`src/rtl/aes_round_sequencer.sv`:
```
// Iterative AES-128 round sequencer: drives one shared combinational round datapath
// through NR rounds, one round per clock, behind a valid/ready handshake.
module aes_round_sequencer #(
    parameter int         NR        = 10,
    parameter logic [7:0] RCON_INIT = 8'h01
) (
    input  logic         clock,
    input  logic         reset_n,
    input  logic         in_valid,
    output logic         in_ready,
    input  logic [127:0] block_in,
    input  logic [127:0] key_in,
    output logic [127:0] rd_state,
    output logic [127:0] rd_key,
    output logic [7:0]   rd_rcon,
    output logic         rd_last,
    input  logic [127:0] rd_state_next,
    input  logic [127:0] rd_key_next,
    output logic         out_valid,
    input  logic         out_ready,
    output logic [127:0] block_out,
    output logic         busy,
    output logic [3:0]   round_idx
);

    typedef enum logic [1:0] {
        IDLE  = 2'd0,
        ROUND = 2'd1,
        DONE  = 2'd2
    } fsm_t;

    localparam logic [3:0] NR_L = 4'(NR);

    fsm_t         fsm_q, fsm_d;
    logic [127:0] state_q, state_d;
    logic [127:0] key_q, key_d;
    logic [7:0]   rcon_q, rcon_d;
    logic [3:0]   round_q, round_d;
    logic         out_valid_q, out_valid_d;

    function automatic logic [7:0] xtime(input logic [7:0] b);
        return {b[6:0], 1'b0} ^ (b[7] ? 8'h1b : 8'h00);
    endfunction

    always_ff @(posedge clock or negedge reset_n) begin
        if (!reset_n) begin
            fsm_q       <= IDLE;
            state_q     <= '0;
            key_q       <= '0;
            rcon_q      <= RCON_INIT;
            round_q     <= '0;
            out_valid_q <= 1'b0;
        end else begin
            fsm_q       <= fsm_d;
            state_q     <= state_d;
            key_q       <= key_d;
            rcon_q      <= rcon_d;
            round_q     <= round_d;
            out_valid_q <= out_valid_d;
        end
    end

    always_comb begin
        fsm_d       = fsm_q;
        state_d     = state_q;
        key_d       = key_q;
        rcon_d      = rcon_q;
        round_d     = round_q;
        out_valid_d = out_valid_q;
        case (fsm_q)
            IDLE: begin
                // Load performs the initial AddRoundKey so round 1 starts on whitened data.
                if (in_valid) begin
                    state_d = block_in ^ key_in;
                    key_d   = key_in;
                    rcon_d  = RCON_INIT;
                    round_d = 4'd1;
                    fsm_d   = ROUND;
                end
            end
            ROUND: begin
                state_d = rd_state_next;
                key_d   = rd_key_next;
                rcon_d  = xtime(rcon_q);
                // The round counter stops at NR so round_idx reports NR while the result waits.
                if (round_q == NR_L) begin
                    fsm_d       = DONE;
                    out_valid_d = 1'b1;
                end else begin
                    round_d = round_q + 4'd1;
                end
            end
            DONE: begin
                if (out_ready) begin
                    out_valid_d = 1'b0;
                    round_d     = 4'd0;
                    fsm_d       = IDLE;
                end
            end
            default: fsm_d = IDLE;
        endcase
    end

    assign in_ready  = (fsm_q == IDLE);
    assign busy      = (fsm_q != IDLE);
    assign rd_state  = state_q;
    assign rd_key    = key_q;
    assign rd_rcon   = rcon_q;
    assign rd_last   = (fsm_q == ROUND) && (round_q == NR_L);
    assign out_valid = out_valid_q;
    assign block_out = state_q;
    assign round_idx = round_q;

endmodule

```
`config.mk`:
```
export PLATFORM = sky130hd
export DESIGN_NAME = aes_round_sequencer
export DESIGN_NICKNAME = d
export VERILOG_FILES = /design/src/rtl/aes_round_sequencer.sv
export SDC_FILE = /design/constraint.sdc
export NUM_CORES = 1
export LEC_CHECK = 0
export ABC_CLOCK_PERIOD_IN_PS = 3500
export CELL_PAD_IN_SITES_DETAIL_PLACEMENT = 0
export CELL_PAD_IN_SITES_GLOBAL_PLACEMENT = 1
export CORE_AREA = 3 3 353 355
export CTS_BUF_LIST = sky130_fd_sc_hd__clkbuf_8
export CTS_CLUSTER_DIAMETER = 150
export DETAILED_ROUTE_END_ITERATION = 12
export DIE_AREA = 0 0 356 358
export PLACE_DENSITY = 0.45
export RECOVER_POWER = 100
export SETUP_SLACK_MARGIN = 0.3
export SLEW_MARGIN = 20
export SYNTH_ARGS = -nofsm -noshare
export SYNTH_HDL_FRONTEND = slang
export SYNTH_SLANG_ARGS = --single-unit
```
`constraint.sdc`:
```
create_clock -name clock -period 3.5 [get_ports clock]
set_clock_uncertainty 0.05 [all_clocks]
set_input_delay 0.35 -clock clock [delete_from_list [all_inputs] [get_ports clock]]
set_output_delay 0.35 -clock clock [all_outputs]
set_load 0.1 [all_outputs]
```
; ---- Yosys cells after proc, flatten, opt, wreduce, memory -nomap -nowiden
; Index checks and enable logic that the tools add are counted.
[totals]
ff_bits = 271
memories = 0
latchBits = 0
input_bits = 516
mem_bits_ro = 0
ramBits = 0
word_cells = 44
output_inout_bits = 400
[op_classes]
n_eq_ne = 7
div = 0
n_reduce_logical = 10
mux = 18
add_sub_neg = 1
n_lt_le_gt_ge = 0
n_bitwise = 2
n_mul = 0
shift = 0
[op_table]
columns = cell, n
row1 = $pmux 128 s2, 2
row2 = $mux 128, 2
row3 = $xor 128x128->128, 1
row4 = $pmux 8 s2, 1
row5 = $mux 4, 3
row6 = $pmux 4 s3, 1
row7 = $mux 8, 1
row8 = $ne 2x2->1 const B, 4
row9 = $xor 8x5->8, 1
row10 = $mux 2, 3
row11 = $pmux 2 s3, 1
row12 = $reduce_and 3->1, 2
row13 = $reduce_bool 2->1, 3
row14 = $mux 5, 1
row15 = $add 4x1->4 const B, 1
row16 = $eq 4x4->1 const B, 1
row17 = $reduce_and 4->1, 1
row18 = $reduce_bool 3->1, 1
row19 = $eq 2x1->1 const B, 1
row20 = $eq 2x2->1 const B, 1
row21 = $logic_not 2->1, 1
row22 = $mux 1, 2
row23 = $pmux 1 s2, 1
row24 = $reduce_and 2->1, 1
row25 = $logic_and 1x1->1, 1

; ---- Logic depth before layout (Yosys ltp)
; Gate-level depths: netlist of the first run.
[depth]
ltp_word = 3
mapped_depth = 9
ltp_nobuf = 6

; ---- Worst setup path before layout of the first run
; No wires, ideal clock.
[synth_timing]
path_kind = register to output
from = reg round_q[1], in the netlist round_idx[1]
to = out rd_last
t_required_ns = 3.100
path_stages_with_launch = 4
path_slack_ns = 0.301
n_path_buf = 0
arrival_time_ns = 2.799
cell_sequence = dfrtp_1 -> ha_1 -> nand3b_1 -> nor2_1
[synth_via]
elab_chain_cells = 2
[synth_rtl]
columns = item, line_no
row1 = start: declaration, 38  ; logic [3:0] round_q, round_d;
row2 = start signal: assignment, 58  ; round_q <= round_d;
row3 = $eq 4x4->1, 109  ; assign rd_last = (fsm_q == ROUND) && (round_q == NR_L);
row4 = $logic_and 1x1->1, 109
row5 = end: declaration, 16  ; output logic rd_last,
; Every way passes these cells.

; ---- Worst setup path in the final report of the first run
[layout_timing]
from = reg fsm_q[1]
to = reg key_q[9], in the netlist rd_key[9]
[layout_via]
elab_chain_cells = 3
elab_cells_between_ends = 6
cone_classes = eq/ne: 2 / mux: 1 / reduce/logical: 3
[layout_rtl]
columns = item, line_no
row1 = start: declaration, 34  ; fsm_t fsm_q, fsm_d;
row2 = start signal: assignment, 54  ; fsm_q <= fsm_d;
row3 = $eq 2x1->1 or $logic_not 2->1 (tied branches), 70  ; case (fsm_q)
row4 = $reduce_bool 2->1 (no source line) or $ne 2x2->1 (tied branches), -
row5 = $reduce_and 2->1 (no source line), -
row6 = end signal: assignment, 56  ; key_q <= key_d;
row7 = end: declaration, 36  ; logic [127:0] key_q, key_d;
; Several ways; a longest one is shown, not always the timed one.
; A chain may end at the register's enable or synchronous reset.

==> results of run 1 <==
## worst max-delay path by stage
stage	start	to	slack, ns	cells past startpoint
2_1_floorplan	round_idx[1]	rd_last	0.30	3
3_3_place_gp	fsm_q[1]	block_out[99]	0.83	6
3_5_place_dp	fsm_q[1]	rd_key[59]	1.16	6
4_1_cts	block_out[108]	rd_state[108]	0.50	1
5_1_grt	fsm_q[1]	block_out[20]	0.26	6
6_report	fsm_q[1]	rd_key[9]	0.57	6
## worst reg2reg max path: stages, from the launching register on
cell	delay (ns)
dfrtp_1	0.40
inv_1	0.10
ha_4	0.31
o21ai_0	0.94
buf_12	0.28
clkbuf_2	0.52
o21ai_0	0.18
## flip-flops by register name, summed over array words and instances (netlist names)
signal,count
block_out,128
fsm_q,2
rd_key,128
round_idx,4
rd_rcon,8
out_valid,1
## metal layers
layer,track usage,share of wire
met1,0.131,0.38
met2,0.209,0.52
met3,0.0365,0.079
met4,0.0348,0.022
met5,0,0.00026
## metrics by stage
stage | utilization | setup slack, ns | hold slack [ns] | instance area (µm²) | instances
4_1_cts | 0.211 | 0.502 | 0.112 | 25700 | 4040
3_3_place_gp | 0.202 | 0.833 | 0.399 | 24500 | 3934
6_report | 0.210 | 0.569 | 0.256 | 25600 | 4046
3_5_place_dp | 0.202 | 1.16 | 0.396 | 24500 | 3934
2_1_floorplan | - | 0.301 | 0.00441 | 14500 | 1587
5_1_grt | 0.210 | 0.262 | 0.163 | 25600 | 4045
## layout make-up
cell class | instances | area (µm²)
sequential | 271 | 6780
antenna | 6 | 15.0
fill | 13500 | 96100
clock inverter | 32 | 148
multi-input combinational | 1080 | 6170
tap | 1625 | 2030
clock buffer | 73 | 1000
timing repair buffer | 953 | 9400
inverter | 6 | 22.5
## cells in the final DEF, fill, tap and decap left out, types with 2 or more instances in the layout
cell / count
a21oi_1: 128
a22o_1: 5
a31oi_1: 2
and2_1: 2
buf_12: 10
buf_4: 16
clkbuf_1: 26
clkbuf_2: 8
clkbuf_8: 73
clkdlybuf4s50_1: 514
clkinv_2: 9
dfrtp_1: 270
diode_2: 6
dlygate4sd3_1: 379
ha_1: 5
inv_1: 26
mux2i_1: 129
nand2_1: 268
nand2b_1: 3
nand3b_1: 2
nor2_1: 131
o21ai_0: 258
o21ai_1: 4
xnor2_1: 131
## kinds of logic after synthesis
logic type | count (synthesis) | synth area share
xor gates and xnor gates | 131 | 0.0789
adders and majority gates | 6 | 0.00516
muxes | 129 | 0.0888
AOI/OAI and AO/OA | 403 | 0.142
DFF | 271 | 0.466
buffers and inverters | 236 | 0.109
and+or+nand+nor | 411 | 0.109
==> impl_metrics.toml, run 1 <==
[yosys]
syn_inst = 1587
syn-mean-instance-area_um2 = 9.16
synth_edf_count = 0
syn_nets = 2109
yosysTopAreaCell = "dfrtp_1"
yosysMostFrequentCell = "dfrtp_1"
yosys.cell_types.count = 35
ys_async_sr_fraction = 1.00
synthTopCellsByCount = "270 x dfrtp_1, 268 x nand2_1, 202 x o21ai_0"
synth_area_leaders = "dfrtp_1 46%, mux2i_1 8.9%, xnor2_1 7.9%"
yosysSeqAreaShare = 0.466
yosys_warnings = 0
ys_seq_elements = 271
yosysTopAreaCellShare = 0.465
ys.flop_type = "dfrtp_1"
synth_area_mm2 = 0.0145

[status]
violations = "max-capacitance violations, max-slew violations"
outcome = "complete, but fails checks"

[worst_hold_path]
hp-start = "rd_state_next[40]"
holdPathStages = 3
hold_class = "input port to flop"
hold_end = "block_out[40]"

[cts]
cts_root_buffer = "clkbuf_8"
cts_buffers = 60
clk_pin_slew_ns = 0.06
clkLatencyLatePin_ns = 0.69
postCtsSetupRepairBufs = 0
clockBufferDepth = 3
htreeDepth = 2
tritoncts = "yes"
post_cts_resized = 0
clock_sinks = 271
postCtsHoldBufs = 1

[setup_path]
timing.rr.start = "fsm_q[1]"
crit_type = "flop to flop"
worst_r2r_endpoint = "rd_key[9]"
crit_family = "compound AO/OA/AOI/OAI gates"
worstPathCellList = "inv_1 -> ha_4 -> o21ai_0 -> buf_12 -> clkbuf_2 -> o21ai_0"
crit_path_start_kind = "flop"
path_buf_inv = 3
cpPeakStageDelay_ns = 0.93
end_kind = "flop"
cpMaxStageDelayCell = "o21ai_0"
r2r_slack_ns = 0.57
crit_path_frequent_cell = "o21ai_0"
ff2ff_path_depth = 6
crit_fanout = 31
crit_required_ns = 3.98
crit_arrival_ns = 3.42

[drt]
drc_errors = 0
initialDrtViolationCount = 549
vias_per_cell = 3.36
drt_wl_total_mm = 77.8
firstDrtPassIters = 4
ant_nets = 0
routedWlPerCell_um = 19.2
num_vias = 13600

[sta]
finalHoldViolations = 0
setup_tns_ns = 0
fin_crit_sh = 0.837
slew_headroom = -0.651
final.min_clock_period_ns = 2.93
fmaxAchievable_ghz = 0.341
setup_violations = 0
worst_pin_slew_ns = 2.48
grt_setup_unrepaired = "false"
maxSlewViolCount = 109

[layout]
syn_to_final_growth_pct = 75.9
drive_gt1_frac = 0.0505
fin_nets = 2894

[global_routing]
grt_pass1_vias = 14400
antenna_found_initial = 9
overflow = 0
grt_pass1_wl_mm = 107
track_usage = 0.116
grt_max_degree = 136

[placement]
gp_congestion = 0.780
hpwl_mm = 62.7
port_buffers = 915

[floorplanning]
num_rows = 128
dieArea_mm2 = 0.127
pin_count = 916
die_x_um = 356
start_util = 0.119
core_area_mm2 = 0.122
die_h_um = 358

[run]
drv_cap = 3
Power of run 1 is not shown: default switching activity piles up to over one toggle a cycle in this logic, so the estimate is an artifact.
==> run 2, diff against run 1 <==
--- a/config.mk
+++ b/config.mk
@@ -5,15 +5,15 @@
 export SDC_FILE = /design/constraint.sdc
 export NUM_CORES = 1
 export LEC_CHECK = 0
-export ABC_CLOCK_PERIOD_IN_PS = 3500
+export ABC_CLOCK_PERIOD_IN_PS = 2400
 export CELL_PAD_IN_SITES_DETAIL_PLACEMENT = 0
 export CELL_PAD_IN_SITES_GLOBAL_PLACEMENT = 1
-export CORE_AREA = 3 3 353 355
+export CORE_AREA = 3 3 355 357
 export CTS_BUF_LIST = sky130_fd_sc_hd__clkbuf_8
 export CTS_CLUSTER_DIAMETER = 150
 export DETAILED_ROUTE_END_ITERATION = 12
-export DIE_AREA = 0 0 356 358
-export PLACE_DENSITY = 0.45
+export DIE_AREA = 0 0 358 360
+export PLACE_DENSITY = 0.47
 export RECOVER_POWER = 100
 export SETUP_SLACK_MARGIN = 0.3
 export SLEW_MARGIN = 20
==> constraint.sdc (replaced) <==
create_clock -name clock -period 2.4 [get_ports clock]
set_clock_uncertainty 0.05 [all_clocks]
set_input_delay 0.24 -clock clock [delete_from_list [all_inputs] [get_ports clock]]
set_output_delay 0.24 -clock clock [all_outputs]
set_load 0.1 [all_outputs]
==> run 2 against run 1 <==
Against the previous run: the flow now finishes without violations; sequential share of layout area rose by 1.4 points; clock-buffer cell count fell by 2; critical path depth rose by 1; largest cell class unchanged; maximum frequency rose by 33%; die area rose by 1.1%.
==> impl_metrics.toml, run 2 (same netlist as run 1, synthesis figures left out) <==
[global_routing]
track_usage = 0.115
grt_max_degree = 60
grt_pass1_wl_mm = 107
grt_pass1_vias = 14600
overflow = 0
antenna_found_initial = 8

[drt]
num_vias = 13900
drt_wl_total_mm = 78.4
routedWlPerCell_um = 19.1
firstDrtPassIters = 4
initialDrtViolationCount = 533
vias_per_cell = 3.38
drc_errors = 0
ant_nets = 0

[setup_path]
crit_path_start_kind = "flop"
crit_fanout = 14
crit_arrival_ns = 2.70
crit_type = "flop to flop"
end_kind = "flop"
crit_required_ns = 2.89

[sta]
worst_pin_slew_ns = 0.959
finalHoldViolations = 0
setup_tns_ns = 0
maxSlewViolCount = 0
fin_crit_sh = 0.918
final.min_clock_period_ns = 2.20
grt_setup_unrepaired = "true"
setup_violations = 0
slew_headroom = 0.361
fmaxAchievable_ghz = 0.454

[cts]
tritoncts = "yes"
clk_pin_slew_ns = 0.07
htreeDepth = 2
cts_buffers = 58
cts_root_buffer = "clkbuf_8"
clock_sinks = 271
clockBufferDepth = 3
clkLatencyLatePin_ns = 0.66

[placement]
hpwl_mm = 64.4
port_buffers = 915
gp_congestion = 0.814

[layout]
mostFrequentLayoutCell = "clkdlybuf4s50_1"
drive_gt1_frac = 0.230
syn_to_final_growth_pct = 67.0
final_cell_mix = "514 x clkdlybuf4s50_1, 409 x clkbuf_2, 268 x nand2_1, 268 x dfrtp_1, 244 x o21ai_0"
fin_nets = 2942

[floorplanning]
core_area_mm2 = 0.123
die_x_um = 358
dieArea_mm2 = 0.129
die_h_um = 360
num_rows = 129
pin_count = 916
start_util = 0.118

[status]
outcome = "finished, final reports clean"

[worst_hold_path]
hold_class = "input port to flop"

[run]
drv_cap = 0
## run 2: changes by cell type in the layout (fill, tap and decap cells not counted), moves of 3 or more
cell           delta
clkbuf_2        +401
dlygate4sd3_1   -376
clkbuf_4          +5
o21ai_1          +13
buf_16            +3
inv_1             -8
o21ai_0          -14
buf_4            +16
bufinv_16         +4
inv_2             +3
buf_6             +5
clkbuf_1          -8
## run 2: layer usage
| layer | wire length (µm) | vias up | share of wire | global-route usage |
|---|---|---|---|---|
| met1 | 31100 | 6445 | 0.40 | 0.135 |
| li1 | - | 6853 | - | - |
| met2 | 39800 | 509 | 0.51 | 0.206 |
| met5 | 0 | - | 0 | 0 |
| met4 | 1280 | 0 | 0.016 | 0.0277 |
| met3 | 6140 | 68 | 0.078 | 0.0330 |
## run 2: layout make-up
type                            instances  area (µm²)
Multi-Input combinational cell       1080        6200
Tap cell                             1637        2050
Antenna cell                            5        12.5
Fill cell                           14000       99000
Clock buffer                           71         977
Sequential cell                       271        6790
Inverter                                6        22.5
Timing Repair Buffer                 1003        8000
Clock inverter                         30         234
## run 2: worst max-delay path, cell delays in order, from the launching register on
cell and delay, ns:
dfrtp_1 0.38, inv_1 0.11, ha_4 0.16, buf_12 0.09, buf_4 0.20, clkbuf_1 0.64
o32ai_1 0.20, a211o_1 0.25
## run 2: final timing paths
path                                   from             to  slack (ns)  cells past startpoint
max reg2reg                        fsm_q[1]   round_idx[0]        0.20                      7
min                        rd_state_next[8]   block_out[8]        0.15                      3
min in group asynchronous           reset_n     rd_key[52]        0.80                      3
max in group asynchronous           reset_n  block_out[69]        0.35                      5
max                                fsm_q[1]   round_idx[0]        0.20                      7
min reg2reg                      rd_key[75]     rd_key[75]        0.43                      2
## run 2: repair_timing
action                                 4_1_cts  5_1_grt
gates resized for setup                     16        7
gates cloned                                 1        2
endpoints found under the hold margin      252        0
setup buffers                                8        4
hold buffers                                 3        0
pin swaps                                    2        2
setup endpoints to repair                    8       63
## run 2: through the flow
| step | instances | instance area (µm²) | hold slack [ns] | util | setup slack (ns) |
|---|---|---|---|---|---|
| 3_3_place_gp | 3979 | 23900 | 0.194 | 0.194 | 0.349 |
| 4_1_cts | 4092 | 25300 | 0.0353 | 0.205 | 0.213 |
| 5_1_grt | 4102 | 24300 | 0.0803 | 0.197 | 0.106 |
| 3_5_place_dp | 3979 | 23900 | 0.198 | 0.194 | 0.301 |
| 6_report | 4103 | 24300 | 0.150 | 0.197 | 0.197 |
| 2_1_floorplan | 1587 | 14600 | -0.106 | - | 0.150 |
Power of run 2 is left out for the same reason.
